[src/rtl/uart_tx_path.sv]
// rtl/uart_tx_path.sv - UART transmit path: TX FIFO, oversample baud tick and frame serialiser
module uart_tx_path #(
  parameter int DATA_BITS  = 8,
  parameter int PAR_TYP    = 0,
  parameter int SB_TICK    = 16,
  parameter int FIFO_DEPTH = 16,
  parameter int BAUD_DIV   = 54
) (
  input  logic                        PCLK,
  input  logic                        PRESETn,
  input  logic                        tx_fifo_wr_en,
  input  logic [DATA_BITS-1:0]        tx_fifo_din,
  output logic                        tx_fifo_full,
  output logic                        tx_fifo_empty,
  output logic [$clog2(FIFO_DEPTH):0] tx_fifo_count,
  output logic                        tx_busy,
  output logic                        tx
);

  localparam int PTR_W    = $clog2(FIFO_DEPTH);
  localparam int CNT_W    = PTR_W + 1;
  localparam int BAUD_W   = (BAUD_DIV > 1) ? $clog2(BAUD_DIV) : 1;
  localparam int TICK_MAX = (SB_TICK > 16) ? SB_TICK : 16;
  localparam int TICK_W   = $clog2(TICK_MAX + 1);
  localparam int BIT_W    = (DATA_BITS > 1) ? $clog2(DATA_BITS) : 1;
  // Any PAR_TYP other than 0 (even) or 1 (odd) means no parity bit.
  localparam bit HAS_PAR  = (PAR_TYP == 0) || (PAR_TYP == 1);
  localparam bit ODD_PAR  = (PAR_TYP == 1);

  localparam logic [BAUD_W-1:0] BAUD_LAST = BAUD_W'(BAUD_DIV - 1);
  localparam logic [TICK_W-1:0] BIT_LAST  = TICK_W'(15);
  localparam logic [TICK_W-1:0] STOP_LAST = TICK_W'(SB_TICK - 1);
  localparam logic [BIT_W-1:0]  DATA_LAST = BIT_W'(DATA_BITS - 1);
  localparam logic [CNT_W-1:0]  CNT_FULL  = CNT_W'(FIFO_DEPTH);

  typedef enum logic [2:0] {
    S_IDLE,
    S_START,
    S_DATA,
    S_PARITY,
    S_STOP
  } state_t;

  state_t state;
  state_t state_next;

  logic [DATA_BITS-1:0] mem [FIFO_DEPTH];
  logic [PTR_W-1:0]     wr_ptr;
  logic [PTR_W-1:0]     rd_ptr;
  logic [CNT_W-1:0]     count_next;
  logic                 push;
  logic                 pop;

  logic [BAUD_W-1:0]    baud_cnt;
  logic                 tick;
  logic [TICK_W-1:0]    tick_cnt;
  logic                 tick_clr;
  logic [BIT_W-1:0]     bit_cnt;
  logic                 bit_adv;

  logic [DATA_BITS-1:0] shift_reg;
  logic [DATA_BITS-1:0] shift_next;
  logic [DATA_BITS-1:0] data_reg;
  logic                 parity_bit;
  logic                 tx_next;

  // A push is judged against the registered full flag, so a push that
  // coincides with a pop from a full FIFO is still dropped.
  assign push = tx_fifo_wr_en && !tx_fifo_full;

  // Occupancy after this cycle's push/pop; flags are registered from it.
  always_comb begin
    count_next = tx_fifo_count;
    unique case ({push, pop})
      2'b10:   count_next = tx_fifo_count + CNT_W'(1);
      2'b01:   count_next = tx_fifo_count - CNT_W'(1);
      default: count_next = tx_fifo_count;
    endcase
  end

  // FIFO storage; contents need no reset since the pointers define validity.
  always_ff @(posedge PCLK) begin
    if (push) begin
      mem[wr_ptr] <= tx_fifo_din;
    end
  end

  // FIFO pointers, occupancy and status flags.
  always_ff @(posedge PCLK or negedge PRESETn) begin
    if (!PRESETn) begin
      wr_ptr        <= '0;
      rd_ptr        <= '0;
      tx_fifo_count <= '0;
      tx_fifo_empty <= 1'b1;
      tx_fifo_full  <= 1'b0;
    end else begin
      if (push) begin
        wr_ptr <= wr_ptr + PTR_W'(1);
      end
      if (pop) begin
        rd_ptr <= rd_ptr + PTR_W'(1);
      end
      tx_fifo_count <= count_next;
      tx_fifo_empty <= (count_next == '0);
      tx_fifo_full  <= (count_next == CNT_FULL);
    end
  end

  // Oversample tick fires on the last PCLK of each BAUD_DIV period, only while a frame is active.
  assign tick = (state != S_IDLE) && (baud_cnt == BAUD_LAST);

  // Baud divider, parked at zero in IDLE so every frame starts phase-aligned.
  always_ff @(posedge PCLK or negedge PRESETn) begin
    if (!PRESETn) begin
      baud_cnt <= '0;
    end else if (state == S_IDLE || tick) begin
      baud_cnt <= '0;
    end else begin
      baud_cnt <= baud_cnt + BAUD_W'(1);
    end
  end

  // Tick counter within the current bit, restarted whenever a bit ends.
  always_ff @(posedge PCLK or negedge PRESETn) begin
    if (!PRESETn) begin
      tick_cnt <= '0;
    end else if (state == S_IDLE || tick_clr) begin
      tick_cnt <= '0;
    end else if (tick) begin
      tick_cnt <= tick_cnt + TICK_W'(1);
    end
  end

  // Serialiser state register.
  always_ff @(posedge PCLK or negedge PRESETn) begin
    if (!PRESETn) begin
      state <= S_IDLE;
    end else begin
      state <= state_next;
    end
  end

  // Next-state logic: a bit ends on the 16th tick, the stop bit after SB_TICK ticks.
  always_comb begin
    state_next = state;
    pop        = 1'b0;
    tick_clr   = 1'b0;
    bit_adv    = 1'b0;
    unique case (state)
      S_IDLE: begin
        if (!tx_fifo_empty) begin
          state_next = S_START;
          pop        = 1'b1;
        end
      end
      S_START: begin
        if (tick && tick_cnt == BIT_LAST) begin
          state_next = S_DATA;
          tick_clr   = 1'b1;
        end
      end
      S_DATA: begin
        if (tick && tick_cnt == BIT_LAST) begin
          tick_clr = 1'b1;
          bit_adv  = 1'b1;
          if (bit_cnt == DATA_LAST) begin
            state_next = HAS_PAR ? S_PARITY : S_STOP;
          end
        end
      end
      S_PARITY: begin
        if (tick && tick_cnt == BIT_LAST) begin
          state_next = S_STOP;
          tick_clr   = 1'b1;
        end
      end
      S_STOP: begin
        if (tick && tick_cnt == STOP_LAST) begin
          state_next = S_IDLE;
          tick_clr   = 1'b1;
        end
      end
      default: begin
        state_next = S_IDLE;
      end
    endcase
  end

  // Parity comes from the untouched copy of the popped byte, not the shifter.
  assign parity_bit = ODD_PAR ? ~^data_reg : ^data_reg;

  // Shifter update and the line level for the state being entered, so tx can be a flop.
  always_comb begin
    shift_next = shift_reg;
    if (pop) begin
      shift_next = mem[rd_ptr];
    end else if (bit_adv) begin
      shift_next = shift_reg >> 1;
    end
    tx_next = 1'b1;
    unique case (state_next)
      S_START:  tx_next = 1'b0;
      S_DATA:   tx_next = shift_next[0];
      S_PARITY: tx_next = parity_bit;
      default:  tx_next = 1'b1;
    endcase
  end

  // Frame datapath: shift register, byte copy, bit index and the registered line.
  always_ff @(posedge PCLK or negedge PRESETn) begin
    if (!PRESETn) begin
      shift_reg <= '0;
      data_reg  <= '0;
      bit_cnt   <= '0;
      tx        <= 1'b1;
    end else begin
      shift_reg <= shift_next;
      tx        <= tx_next;
      if (pop) begin
        data_reg <= mem[rd_ptr];
        bit_cnt  <= '0;
      end else if (bit_adv) begin
        bit_cnt <= bit_cnt + BIT_W'(1);
      end
    end
  end

  assign tx_busy = (state != S_IDLE);

endmodule

[config.mk]
export PLATFORM = sky130hd
export DESIGN_NAME = uart_tx_path
export DESIGN_NICKNAME = d
export VERILOG_FILES = /design/src/rtl/uart_tx_path.sv
export SDC_FILE = /design/constraint.sdc
export NUM_CORES = 1
export LEC_CHECK = 0
export ABC_AREA = 1
export BUFFER_PORTS_ARGS = -buffer_cell sky130_fd_sc_hd__buf_2
export CORE_MARGIN = 3
export CORE_UTILIZATION = 50
export DETAILED_ROUTE_END_ITERATION = 7
export GPL_TIMING_DRIVEN = 0
export PLACE_DENSITY = 0.66
export SYNTH_ARGS = -nofsm -noshare
export SYNTH_HDL_FRONTEND = slang
export SYNTH_SLANG_ARGS = --single-unit
[constraint.sdc]
create_clock -name PCLK -period 2.6 [get_ports PCLK]
set_input_delay 0 -clock PCLK [delete_from_list [all_inputs] [get_ports PCLK]]
set_output_delay 0 -clock PCLK [all_outputs]
set_load 0.05 [all_outputs]
# == Word level (Yosys, flattened, before mapping) ==
# Memory sizes are Yosys's and may differ from the RTL's.
# Index checks and enable logic that the tools add are counted.
# Widths: inputs -> output; s select.
# word_totals
register_bits,49
ram_bits,128
in_bits,11
elab_cells,70
memories,1
# classes
add_sub_neg,7
n_eq_ne,13
mux,23
reduce_logical,13
# memory_table
name,depth,width,read_ports,rd_ports_with_merged_regs,write_ports,line_no,source
mem,16,8,1,0,1,47,logic [DATA_BITS-1:0] mem [FIFO_DEPTH];
# op_table
operator,n
$mux 3,8
$mux 8,2
$pmux 3 s5,1
$eq 3x2->1 const B,4
$add 5x1->5 const B,2
$mux 5,2
$pmux 5 s2,1
$add 4x1->4 const B,2
$reduce_xor 8->1,1
$mux 1,7
$add 6x1->6 const B,1
$eq 3x1->1 const B,2
$eq 3x3->1 const B,2
$eq 6x6->1 const B,1
$mux 6,1
$eq 5x4->1 const B,1
$eq 5x5->1 const B,1
$logic_not 5->1,1
$sub 5x1->5 const B,1
$reduce_bool 2->1,2
$reduce_or 4->1,1
$add 3x1->3 const B,1
$logic_and 1x1->1,3
$logic_not 3->1,1
6 further kinds,7

# == Depth between registers and ports, before layout ==
# depth
word_depth,8
ltp_mapped,12
ltp_nobuf,12

# == Worst setup path after synthesis ==
# No wires, ideal clock.
# synth_path
path_type,register to register
startpoint,register state[1]
endpoint,register tx_fifo_full
setup_ps,77
arrival_time_ps,2470
required_time_ps,2523
setup_slack_ps,53
path_stages_with_launch,13
cell_sequence,dfrtp_1 nor2_2 nand2_2 nor2_4 buf_2 ha_1 ha_1 a21oi_1 nand2_1 or2_2 nand3_1 nand3_1 a21oi_1
# synth_between
elab_chain_len,5
elab_cells_between_ends,6
classes_between,eq/ne (3); mux (2); reduce/logical (1)
# synth_lines
item,line_no,source
"start, declared",44,state_t state;
"start signal, assigned",139,state <= state_next;
$logic_not 3->1 *,149,unique case (state)
$mux 1 *,149,
named net pop,52,logic pop;
$eq 2x1->1 / $eq 2x2->1 (equally long branches),74,"unique case ({push, pop})"
$pmux 5 s2 *,74,
$eq 5x5->1 *,105,tx_fifo_full <= (count_next == CNT_FULL);
"end signal, assigned",105,
"end, declared",13,"output logic tx_fifo_full,"
# Mark *: on every way through the listed nets, which the timed path passes. The rest lies on a longest branch.
# A chain may end at the register's enable or synchronous reset.

# == Worst setup path after layout ==
# layout_path
startpoint,register state[1]
endpoint,register tx_fifo_full
# layout_between
elab_chain_len,5
elab_cells_between_ends,6
classes_between,eq/ne (3); mux (2); reduce/logical (1)
# layout_lines
item,line_no,source
$logic_not 3->1 *,149,
$mux 1 *,149,
named net pop,52,
$eq 2x1->1 / $eq 2x2->1 (equally long branches),74,
$pmux 5 s2 *,74,
named net count_next[1],50,logic [CNT_W-1:0] count_next;
$eq 5x5->1 *,105,
# Marks and branches as above.

==> impl_results.md <==
- Post-Syn Area: 7560 um^2
- Syn Inst Count: 683
- Reg2Reg Setup Slack: 0.19 ns
- Wire per inst: 18.2 um
- First-pass GRT wire length: 26,500 um
- RePlAce Congestion: 0.876
- Gr ovfl total: 0
- Detailed Routing Iterations Pass 1: 7
- CP Launch Point: state[1]
- Vias in the first global route: 4,899
- Final WS setup: 0.190 ns
- Row Count: 44
- Clk_skew: 0.00930 ns
- Worst-path fanout max: 10
- Lkg Pwr: 3.39 nW
- Critical Path End Type: flop
- Routed Antenna Nets: 0
- CTS tree: yes
- Hold crit path type: input port to flop
- Post-Route WL: 16,900 um
- Initial antenna violation count: 0
- DP Wirelength: 11,100 um
- Clk sinks: 177
- Yosys cell types: 37
- Maximum clock frequency: 415 MHz
- Largest net degree at the start of global routing: 50
- CP Class: flop to flop
- Worst setup SP type: flop
- Total CTS buffers: 17
- Critical Path AT: 2.76 ns
- Hold slack: -0.00687 ns
- Syn Area/Cell: 11.1 um^2
- WP data required: 2.95 ns
- Placement Setup Slack: -0.210 ns
- Seq/Total Area, Yosys: 0.671
- Multi-input logic area: 2210 um^2
- Measured slew at the worst slew-check pin: 1.07 ns
- Syn_nets: 710
- Post-layout minimum cycle time: 2.41 ns
- Max FFs per register: 128
- CTS Buffer Depth: 2
- Flip-flop and latch area: 5070 um^2
- Worst-path clk slew: 0.07 ns
- Placed Cells incl. Taps: 886
- H-tree level count: 4
- Max IR drop VDD: 0.648 mV
- Worst setup endpoint: tx_fifo_full
- DIE HEIGHT: 129 um
- Final number of setup-violating endpoints: 0
- RR Endpoint: tx_fifo_full
- Synthesis warning total: 0
- Via count: 5,079
- PortBufs: 19
- EDFF count, synth: 128
- Post-DP Area: 7880 um^2
- P&R area growth vs syn: 13.7%
- Fill cell count: 1,237
- Asr flop ratio synth: 0.277
- Starting density of the core: 0.516
- Core box area: 14,600 um^2
- Failing checks: negative hold slack
- I/O pin count: 20
- Reg-to-reg startpoint: state[1]
- Worst-case reg-to-reg path depth: 11
- Cell area after layout: 8590 um^2
- Max-slew headroom: 0.287
- Vias per inst: 5.48
- Die width: 129 um
- DRC viols: 0
- Fin crit share: 0.927
- Die ar.: 16,600 um^2
- Clock Latency Late Sink: 0.43 ns
- CTS root buffer: clkbuf_16
- Status: finished with violations
- Non-Filler Instances: 926
- GR Util All Layers: 0.215
- Post-synth top flop: edfxtp_1
- Nets: 757
- DR iter-0 viols: 414
- Layout cells sized above 1: 0.112
- Max-capacitance violation count: 0
- Count of final max-slew check failures: 0
- ANT cells: 0
- #FFs+latches synth: 177
- Final Hold Vio Count: 2
- Power density cells: 1120 nW/um^2
synth_stat cells, types with 3 or more instances:
master    number  share of area
xor2_1        11          0.013
o21ai_0       61          0.040
buf_2         12         0.0079
dfrtp_1       47           0.16
nand3_1       45          0.030
o22ai_1        8         0.0066
xnor2_1        9          0.010
nor2_1       110          0.055
nand4_1        3         0.0025
nor2_2         3         0.0025
edfxtp_1     128           0.51
nor3b_1        4         0.0040
nand2_1      124          0.062
o21ai_1       22          0.015
a21oi_1        7         0.0046
inv_1         35          0.017
buf_6          3         0.0045
ha_1          15          0.025
clkbuf_1       8         0.0040
layout make-up:
cell class	instances	share of cell area
plain buffers	28	0.0183
clock buffers	17	0.0495
multi-input cells	439	0.257
flip-flops and latches	177	0.591
repair buffers	28	0.0213
well taps	184	0.0268
inverters	39	0.0173
clock inverters	14	0.0192
timing repair:
| item | in CTS | in global routing |
|---|---|---|
| setup buffers | 1 | 0 |
| resized for setup | 2 | 6 |
| pin swaps | 1 | 0 |
| setup endpoints to repair | 3 | 2 |
| hold endpoints to repair | 159 | 0 |
| hold buffers | 8 | 0 |
cell usage in the layout, fill, tap and decap left out, drive strengths merged:
cell         netlist  final
a21oi              7      7
a22o               2      2
a22oi              2      2
and3               1      1
buf               19     39
bufinv             0      3
clkbuf             9     26
clkinv             2      8
clkinvlp           0      3
dfrtp             47     47
dfstp              2      2
dlygate4sd3        0      8
edfxtp           128    128
fa                 1      1
ha                15     15
inv               37     39
mux2i              1      1
nand2            125    125
nand3             47     47
nand4              3      3
nor2             115    115
nor3               2      2
nor3b              4      4
o211ai             2      2
o21ai             83     83
o22ai              8      8
or2                1      1
xnor2              9      9
xor2              11     11
worst min-delay path by stage:
stage                         from          end  cells after the start
global placement           PRESETn  tick_cnt[0]                      1
finish               tx_fifo_wr_en    wr_ptr[1]                      5
global route         tx_fifo_wr_en    wr_ptr[1]                      5
floorplan                  PRESETn  baud_cnt[0]                      0
CTS                 tx_fifo_din[2]   mem[10][2]                      1
detailed placement         PRESETn  tick_cnt[2]                      1
critical path, cell delays in order, from the launching register on:
cell and delay (ns):
dfrtp_1 0.43, nor2_4 0.15, nand2_4 0.10, nor2_4 0.14
buf_6 0.17, ha_4 0.19, fa_1 0.43, mux2i_1 0.15
inv_1 0.07, nor3_1 0.22, nand3_1 0.15, a21oi_1 0.14
per-layer routing:
| metal | up-vias | share of wire | routed length, um | global-route usage |
|---|---|---|---|---|
| met5 | - | 0 | 0 | 0 |
| met4 | 0 | 0.013 | 226 | 0.0735 |
| met3 | 20 | 0.077 | 1290 | 0.0411 |
| met2 | 197 | 0.49 | 8350 | 0.352 |
| met1 | 2436 | 0.42 | 7010 | 0.290 |
| li1 | 2426 | - | - | - |
cells by family (layout without fill, tap and decap cells):
family          after synthesis  count (layout)  synth area share
compound gates              104             104            0.0725
xor+xnor                     20              20            0.0232
fa+ha+maj                    16              16            0.0275
buf+inv                      67             126            0.0397
flops                       177             177             0.671
mux                           1               1           0.00132
simple gates                298             298             0.164
power by group:
group / internal [mW] / switching, mW
clock: 1.50 / 1.05
combinational: 1.02 / 2.23
sequential: 3.53 / 0.256
total: 6.05 / 3.54
metrics by stage:
| stage | power [mW] | TNS [ns] | hold WS [ns] | util |
|---|---|---|---|---|
| 2_1_floorplan | 6.06 | 0 | -0.296 | - |
| 3_3_place_gp | 6.92 | -0.138 | 0.237 | 0.538 |
| 3_5_place_dp | 7.02 | -0.416 | 0.265 | 0.538 |
| 4_1_cts | 9.58 | 0 | 0.00978 | 0.585 |
| 5_1_grt | 10.1 | -0.00457 | 0.00408 | 0.587 |
| 6_report | 9.59 | 0 | -0.00687 | 0.587 |
Power figures use the tool's default switching activity.
